### src/rtl/dmem_arb_pkg.sv
// Shared types and constants for the Data_Memory port arbiter.
package dmem_arb_pkg;

    typedef enum logic [1:0] {
        IDLE    = 2'd0,
        GRANT   = 2'd1,
        RELEASE = 2'd2
    } arb_state_e;

    localparam logic REQ_DCACHE = 1'b0;
    localparam logic REQ_AUX    = 1'b1;

    // Watchdog counter width; a disabled watchdog still keeps a 1-bit counter.
    function automatic int unsigned wdog_width(input int unsigned timeout_cyc);
        return (timeout_cyc == 0) ? 1 : $clog2(timeout_cyc + 1);
    endfunction

endpackage

### src/rtl/dmem_arb_rr_pick.sv
// Combinational round-robin pick between the two requesters.
module dmem_arb_rr_pick
    import dmem_arb_pkg::*;
(
    input  logic [1:0] req,
    input  logic       last_owner,
    output logic       grant_valid,
    output logic       grant_idx
);

    // Single requester wins outright; on contention the one not served last wins.
    always_comb begin
        grant_valid = |req;
        grant_idx   = REQ_DCACHE;
        if (req == 2'b11) begin
            grant_idx = ~last_owner;
        end else if (req[1]) begin
            grant_idx = REQ_AUX;
        end
    end

endmodule

### src/rtl/dmem_arbiter.sv
// Two-requester arbiter for the shared 256-bit Data_Memory port.
module dmem_arbiter
    import dmem_arb_pkg::*;
#(
    parameter int unsigned ADDR_W      = 32,
    parameter int unsigned DATA_W      = 256,
    parameter int unsigned TIMEOUT_CYC = 64
) (
    input  logic              clk_i,
    input  logic              rst_i,
    input  logic              req0_enable_i,
    input  logic              req0_write_i,
    input  logic [ADDR_W-1:0] req0_addr_i,
    input  logic [DATA_W-1:0] req0_data_i,
    output logic              req0_ack_o,
    output logic [DATA_W-1:0] req0_data_o,
    input  logic              req1_enable_i,
    input  logic              req1_write_i,
    input  logic [ADDR_W-1:0] req1_addr_i,
    input  logic [DATA_W-1:0] req1_data_i,
    output logic              req1_ack_o,
    output logic [DATA_W-1:0] req1_data_o,
    output logic              mem_enable_o,
    output logic              mem_write_o,
    output logic [ADDR_W-1:0] mem_addr_o,
    output logic [DATA_W-1:0] mem_data_o,
    input  logic              mem_ack_i,
    input  logic [DATA_W-1:0] mem_data_i,
    output logic              busy_o,
    output logic              owner_o,
    output logic              timeout_o
);

    localparam int unsigned WDOG_W = wdog_width(TIMEOUT_CYC);
    localparam logic [WDOG_W-1:0] WDOG_SAT  = WDOG_W'((TIMEOUT_CYC == 0) ? 1 : TIMEOUT_CYC);
    localparam logic [WDOG_W-1:0] WDOG_LAST = WDOG_W'((TIMEOUT_CYC == 0) ? 0 : TIMEOUT_CYC - 1);

    arb_state_e        state_q, state_d;
    logic              owner_q, owner_d;
    logic              last_owner_q, last_owner_d;
    logic [WDOG_W-1:0] wdog_q, wdog_d;
    logic              timeout_q, timeout_d;

    logic              grant_valid;
    logic              grant_idx;
    logic              own_en;
    logic              own_write;
    logic [ADDR_W-1:0] own_addr;
    logic [DATA_W-1:0] own_data;
    logic              wdog_hit;

    dmem_arb_rr_pick u_rr_pick (
        .req         ({req1_enable_i, req0_enable_i}),
        .last_owner  (last_owner_q),
        .grant_valid (grant_valid),
        .grant_idx   (grant_idx)
    );

    // Select the granted requester's live request signals.
    always_comb begin
        own_en    = req0_enable_i;
        own_write = req0_write_i;
        own_addr  = req0_addr_i;
        own_data  = req0_data_i;
        if (owner_q == REQ_AUX) begin
            own_en    = req1_enable_i;
            own_write = req1_write_i;
            own_addr  = req1_addr_i;
            own_data  = req1_data_i;
        end
    end

    assign wdog_hit = (TIMEOUT_CYC != 0) && (wdog_q == WDOG_LAST);

    // Next-state, watchdog and memory/ack output decode.
    always_comb begin
        state_d      = state_q;
        owner_d      = owner_q;
        last_owner_d = last_owner_q;
        wdog_d       = wdog_q;
        timeout_d    = timeout_q;
        mem_enable_o = 1'b0;
        mem_write_o  = 1'b0;
        mem_addr_o   = '0;
        mem_data_o   = '0;
        req0_ack_o   = 1'b0;
        req1_ack_o   = 1'b0;

        case (state_q)
            IDLE: begin
                wdog_d = '0;
                if (grant_valid) begin
                    owner_d = grant_idx;
                    state_d = GRANT;
                end
            end
            GRANT: begin
                mem_enable_o = own_en;
                mem_write_o  = own_write;
                mem_addr_o   = own_addr;
                mem_data_o   = own_data;
                if (wdog_q != WDOG_SAT) begin
                    wdog_d = wdog_q + WDOG_W'(1);
                end
                // Ack takes priority over both abort and watchdog expiry.
                if (mem_ack_i) begin
                    req0_ack_o   = (owner_q == REQ_DCACHE);
                    req1_ack_o   = (owner_q == REQ_AUX);
                    last_owner_d = owner_q;
                    state_d      = RELEASE;
                end else begin
                    if (wdog_hit) begin
                        timeout_d = 1'b1;
                    end
                    if (!own_en || wdog_hit) begin
                        state_d = RELEASE;
                    end
                end
            end
            RELEASE: begin
                wdog_d  = '0;
                state_d = IDLE;
            end
            default: begin
                state_d = IDLE;
            end
        endcase
    end

    // State register with asynchronous active-low reset.
    always_ff @(posedge clk_i or negedge rst_i) begin
        if (!rst_i) begin
            state_q      <= IDLE;
            owner_q      <= REQ_DCACHE;
            last_owner_q <= REQ_AUX;
            wdog_q       <= '0;
            timeout_q    <= 1'b0;
        end else begin
            state_q      <= state_d;
            owner_q      <= owner_d;
            last_owner_q <= last_owner_d;
            wdog_q       <= wdog_d;
            timeout_q    <= timeout_d;
        end
    end

    // Read data fans out to both requesters, forced low while reset is held.
    assign req0_data_o = rst_i ? mem_data_i : '0;
    assign req1_data_o = rst_i ? mem_data_i : '0;

    assign busy_o    = (state_q != IDLE);
    assign owner_o   = owner_q;
    assign timeout_o = timeout_q;

endmodule

### config.mk
export PLATFORM = sky130hd
export DESIGN_NAME = dmem_arbiter
export DESIGN_NICKNAME = d
export VERILOG_FILES = /design/src/rtl/dmem_arb_pkg.sv /design/src/rtl/dmem_arb_rr_pick.sv /design/src/rtl/dmem_arbiter.sv
export SDC_FILE = /design/constraint.sdc
export NUM_CORES = 1
export LEC_CHECK = 0
export BUFFER_PORTS_ARGS = -buffer_cell sky130_fd_sc_hd__buf_2
export CAP_MARGIN = 20
export CORE_AREA = 4 4 639 641
export DETAILED_ROUTE_END_ITERATION = 12
export DIE_AREA = 0 0 643 645
export PLACE_DENSITY = 0.3
export SLEW_MARGIN = 10
export SYNTH_ARGS = -nofsm -noshare
export SYNTH_HDL_FRONTEND = slang
export SYNTH_HIERARCHICAL = 1
export SYNTH_SLANG_ARGS = --single-unit
export TNS_END_PERCENT = 10
### constraint.sdc
create_clock -name clk_i -period 3.4 [get_ports clk_i]
set_input_delay 0.34 -clock clk_i [delete_from_list [all_inputs] [get_ports clk_i]]
set_output_delay 0.34 -clock clk_i [all_outputs]
set_load 0.02 [all_outputs]
==> flow_metrics.tcl <==
set metrics [dict create \
    tightestPinTransition_ns 0.973 \
    synth_edf_count 0 \
    tns_ns 0 \
    cp_slowest_stage_delay_ns 0.80 \
    synth_compound_area_frac 0.0101 \
    routed_wl_mm 337 \
    grt_pass1_wl_mm 372 \
    min_period_ns 3.22 \
    hold_viol_final 0 \
    gr-total-overflow 0 \
    hold_slack_ns 0.0685 \
    synth_fp_nets 2089 \
    synth_top_family_by_area "multiplexers" \
    cp.depth 5 \
    skew_ns 0.000786 \
    reg2reg_depth 3 \
    core_area_um2 402000 \
    avgViaCountPerCell 2.10 \
    crit_path_start "owner_o" \
    synthFlopType "dfrtp_1" \
    drt_first_pass_iters 4 \
    numPortBuffers 1645 \
    cp_max_fo 51 \
    path_cells "buf_12 > buf_4 > mux2i_4 > nor2_1 > buf_2" \
    finalWorstSetupSlack_ns 0.180 \
    outcome "completed" \
    wl_per_cell_um 41.9 \
    post-route-util 0.0556 \
    fmax_mhz 311 \
    syn_inst 1248 \
    drv_slew 0 \
    cp_num_buf_inv 3 \
    drc_errors 0 \
    clkLatencyLatePin_ns 0.24 \
    cts_sinks 12 \
    pre_cts_slack_ns 0.101 \
    crit_end "mem_data_o[171]" \
    initial_core_util 0.0222 \
    slowest_stage "dfrtp_4" \
    dieArea_um2 415000 \
    dieHeight_um 645 \
    die_w_um 643 \
    setup_violations 0 \
    vias 16900 \
    worstSetupPathType "reg2out" \
    ir_worst_vdd_uv 312 \
    synthSimpleGateAreaFrac 0.319 \
    synthAdderAreaFrac 0.00281 \
    drive_gt1_frac 0.665 \
    rr_startpoint "state_q[0]" \
    cts_tree "done" \
    grt_pass1_vias 15400 \
    total_power_mw 12.1 \
    synth.area.mux_share 0.330 \
    place.gp.congestion 1.00 \
    end_kind "output pin" \
    clock-root-buffer "clkbuf_16" \
    slew_headroom 0.333 \
    cts_buffer_depth 2 \
    maxCapViolations 0 \
    hold_buffers 0 \
    drtIter0Drc 1396 \
    ff2ff_setup_slack_ns 1.71 \
    crit_family "buffers and inverters" \
    grt_max_degree 88 \
    synth_seq_cells 12 \
    dp_hpwl_mm 327 \
    async_flop_share 1.00 \
    rsz0062_at_grt "false" \
    p_leak_nw 10.7 \
    finalNetCount 3458 \
    synthesis.area_um2 8920 \
    synth_area_leaders "mux2i_1, buf_4, and2_1, nor2_1, clkbuf_8" \
    synthXorXnorAreaFrac 0.000982 \
    cts.htree.levels 1 \
    antenna_found_initial 445 \
    seq_area_frac_synth 0.0338 \
    arrival_ns 2.88 \
    grt.total_usage 0.156 \
    power_density_nw_per_um2 541 \
    synth_cell_types 35 \
    avgSynthCellArea_um2 7.15 \
    crit_path_start_kind "flip-flop" \
    fin_crit_sh 0.947 \
    ant_nets 0 \
    min_path_type "in2async" \
    cts_buffers 3 \
    synth_top_area_cell "mux2i_1" \
    rr_endpoint "timeout_o" \
    area_growth_pct 151 \
    clk_pin_slew_ns 0.05 \
    std_cell_rows 233 \
    yosys_warnings 6 \
    synth_top_area_share 0.329 \
    required_ns 3.06 \
    io_pins 1646 \
]
## cells by family after synthesis
kind of cell    after synthesis
buf+inv                     353
compound gates               12
simple gates                574
fa+ha+maj                     2
mux                         294
xor+xnor                      1
flops                        12
## area by class of cell
class                           count  area, um^2
Clock buffer                        4        88.8
Antenna cell                      151         378
Inverter                            3        11.3
Sequential cell                    12         305
Tap cell                         5287        6620
Fill cell                       48300      380000
Timing Repair Buffer             1714        8990
Multi-Input combinational cell    883        5990
## cell usage after synthesis, types with 2 or more instances
master,n
a21o_1,2
inv_1,3
dfrtp_1,11
ha_1,2
o21ai_0,2
a21boi_1,2
nor4_1,2
buf_6,11
clkbuf_1,26
buf_2,4
buf_4,288
mux2i_1,293
nor2_1,293
or3_1,2
a21boi_0,2
nand2_1,10
and2_1,257
clkbuf_8,21
## metrics by stage
stage,instance area [um^2],instances
6_report,22400,8054
5_1_grt,22200,7967
4_1_cts,22000,7903
3_5_place_dp,21900,7899
3_3_place_gp,21700,7882
2_1_floorplan,8920,1248
## power by group
group	internal, mW	switching, mW	total, mW
sequential	0.183	0.149	0.332
combinational	3.51	8.02	11.5
clock	0.178	0.0682	0.246
## placed cells by master (no fill, tap or decap), drive strengths merged, types with 2 or more instances in the layout
cell type / n
a21boi: 4
a21o: 2
and2: 257
buf: 1714
clkbuf: 4
dfrtp: 11
diode: 151
ha: 2
inv: 3
mux2i: 293
nand2: 10
nand2b: 2
nor2: 293
nor4: 2
o21ai: 2
or3: 2
## how the worst min path moves through the flow
stage	from	endpoint	slack (ns)	depth (start not counted)
global placement	rst_i	wdog_q[1]	0.36	1
finish	rst_i	wdog_q[0]	0.07	1
global route	rst_i	wdog_q[0]	0.10	1
detailed placement	rst_i	wdog_q[0]	0.36	1
floorplan	rst_i	owner_o	0.04	0
CTS	rst_i	wdog_q[5]	0.1	1
## registers in the layout, indices dropped and copies added (netlist names)
| signal | cells |
|---|---|
| last_owner_q | 1 |
| state_q | 2 |
| wdog_q | 7 |
| owner_o | 1 |
| timeout_o | 1 |
## layer usage
layer / global-route usage / vias to the layer above / wire (um)
met4: 0.0184 / 170 / 5930
met2: 0.272 / 1729 / 164000
met5: 0 / - / 1140
li1: - / 6706 / -
met1: 0.163 / 7639 / 118000
met3: 0.0945 / 634 / 48700
## timing repair
item | in CTS | in global routing
buffers inserted | 0 | 0
setup endpoints to repair | 2 | 0
resized for setup | 2 | 0
Note: power is estimated with default switching activity, not from simulation.
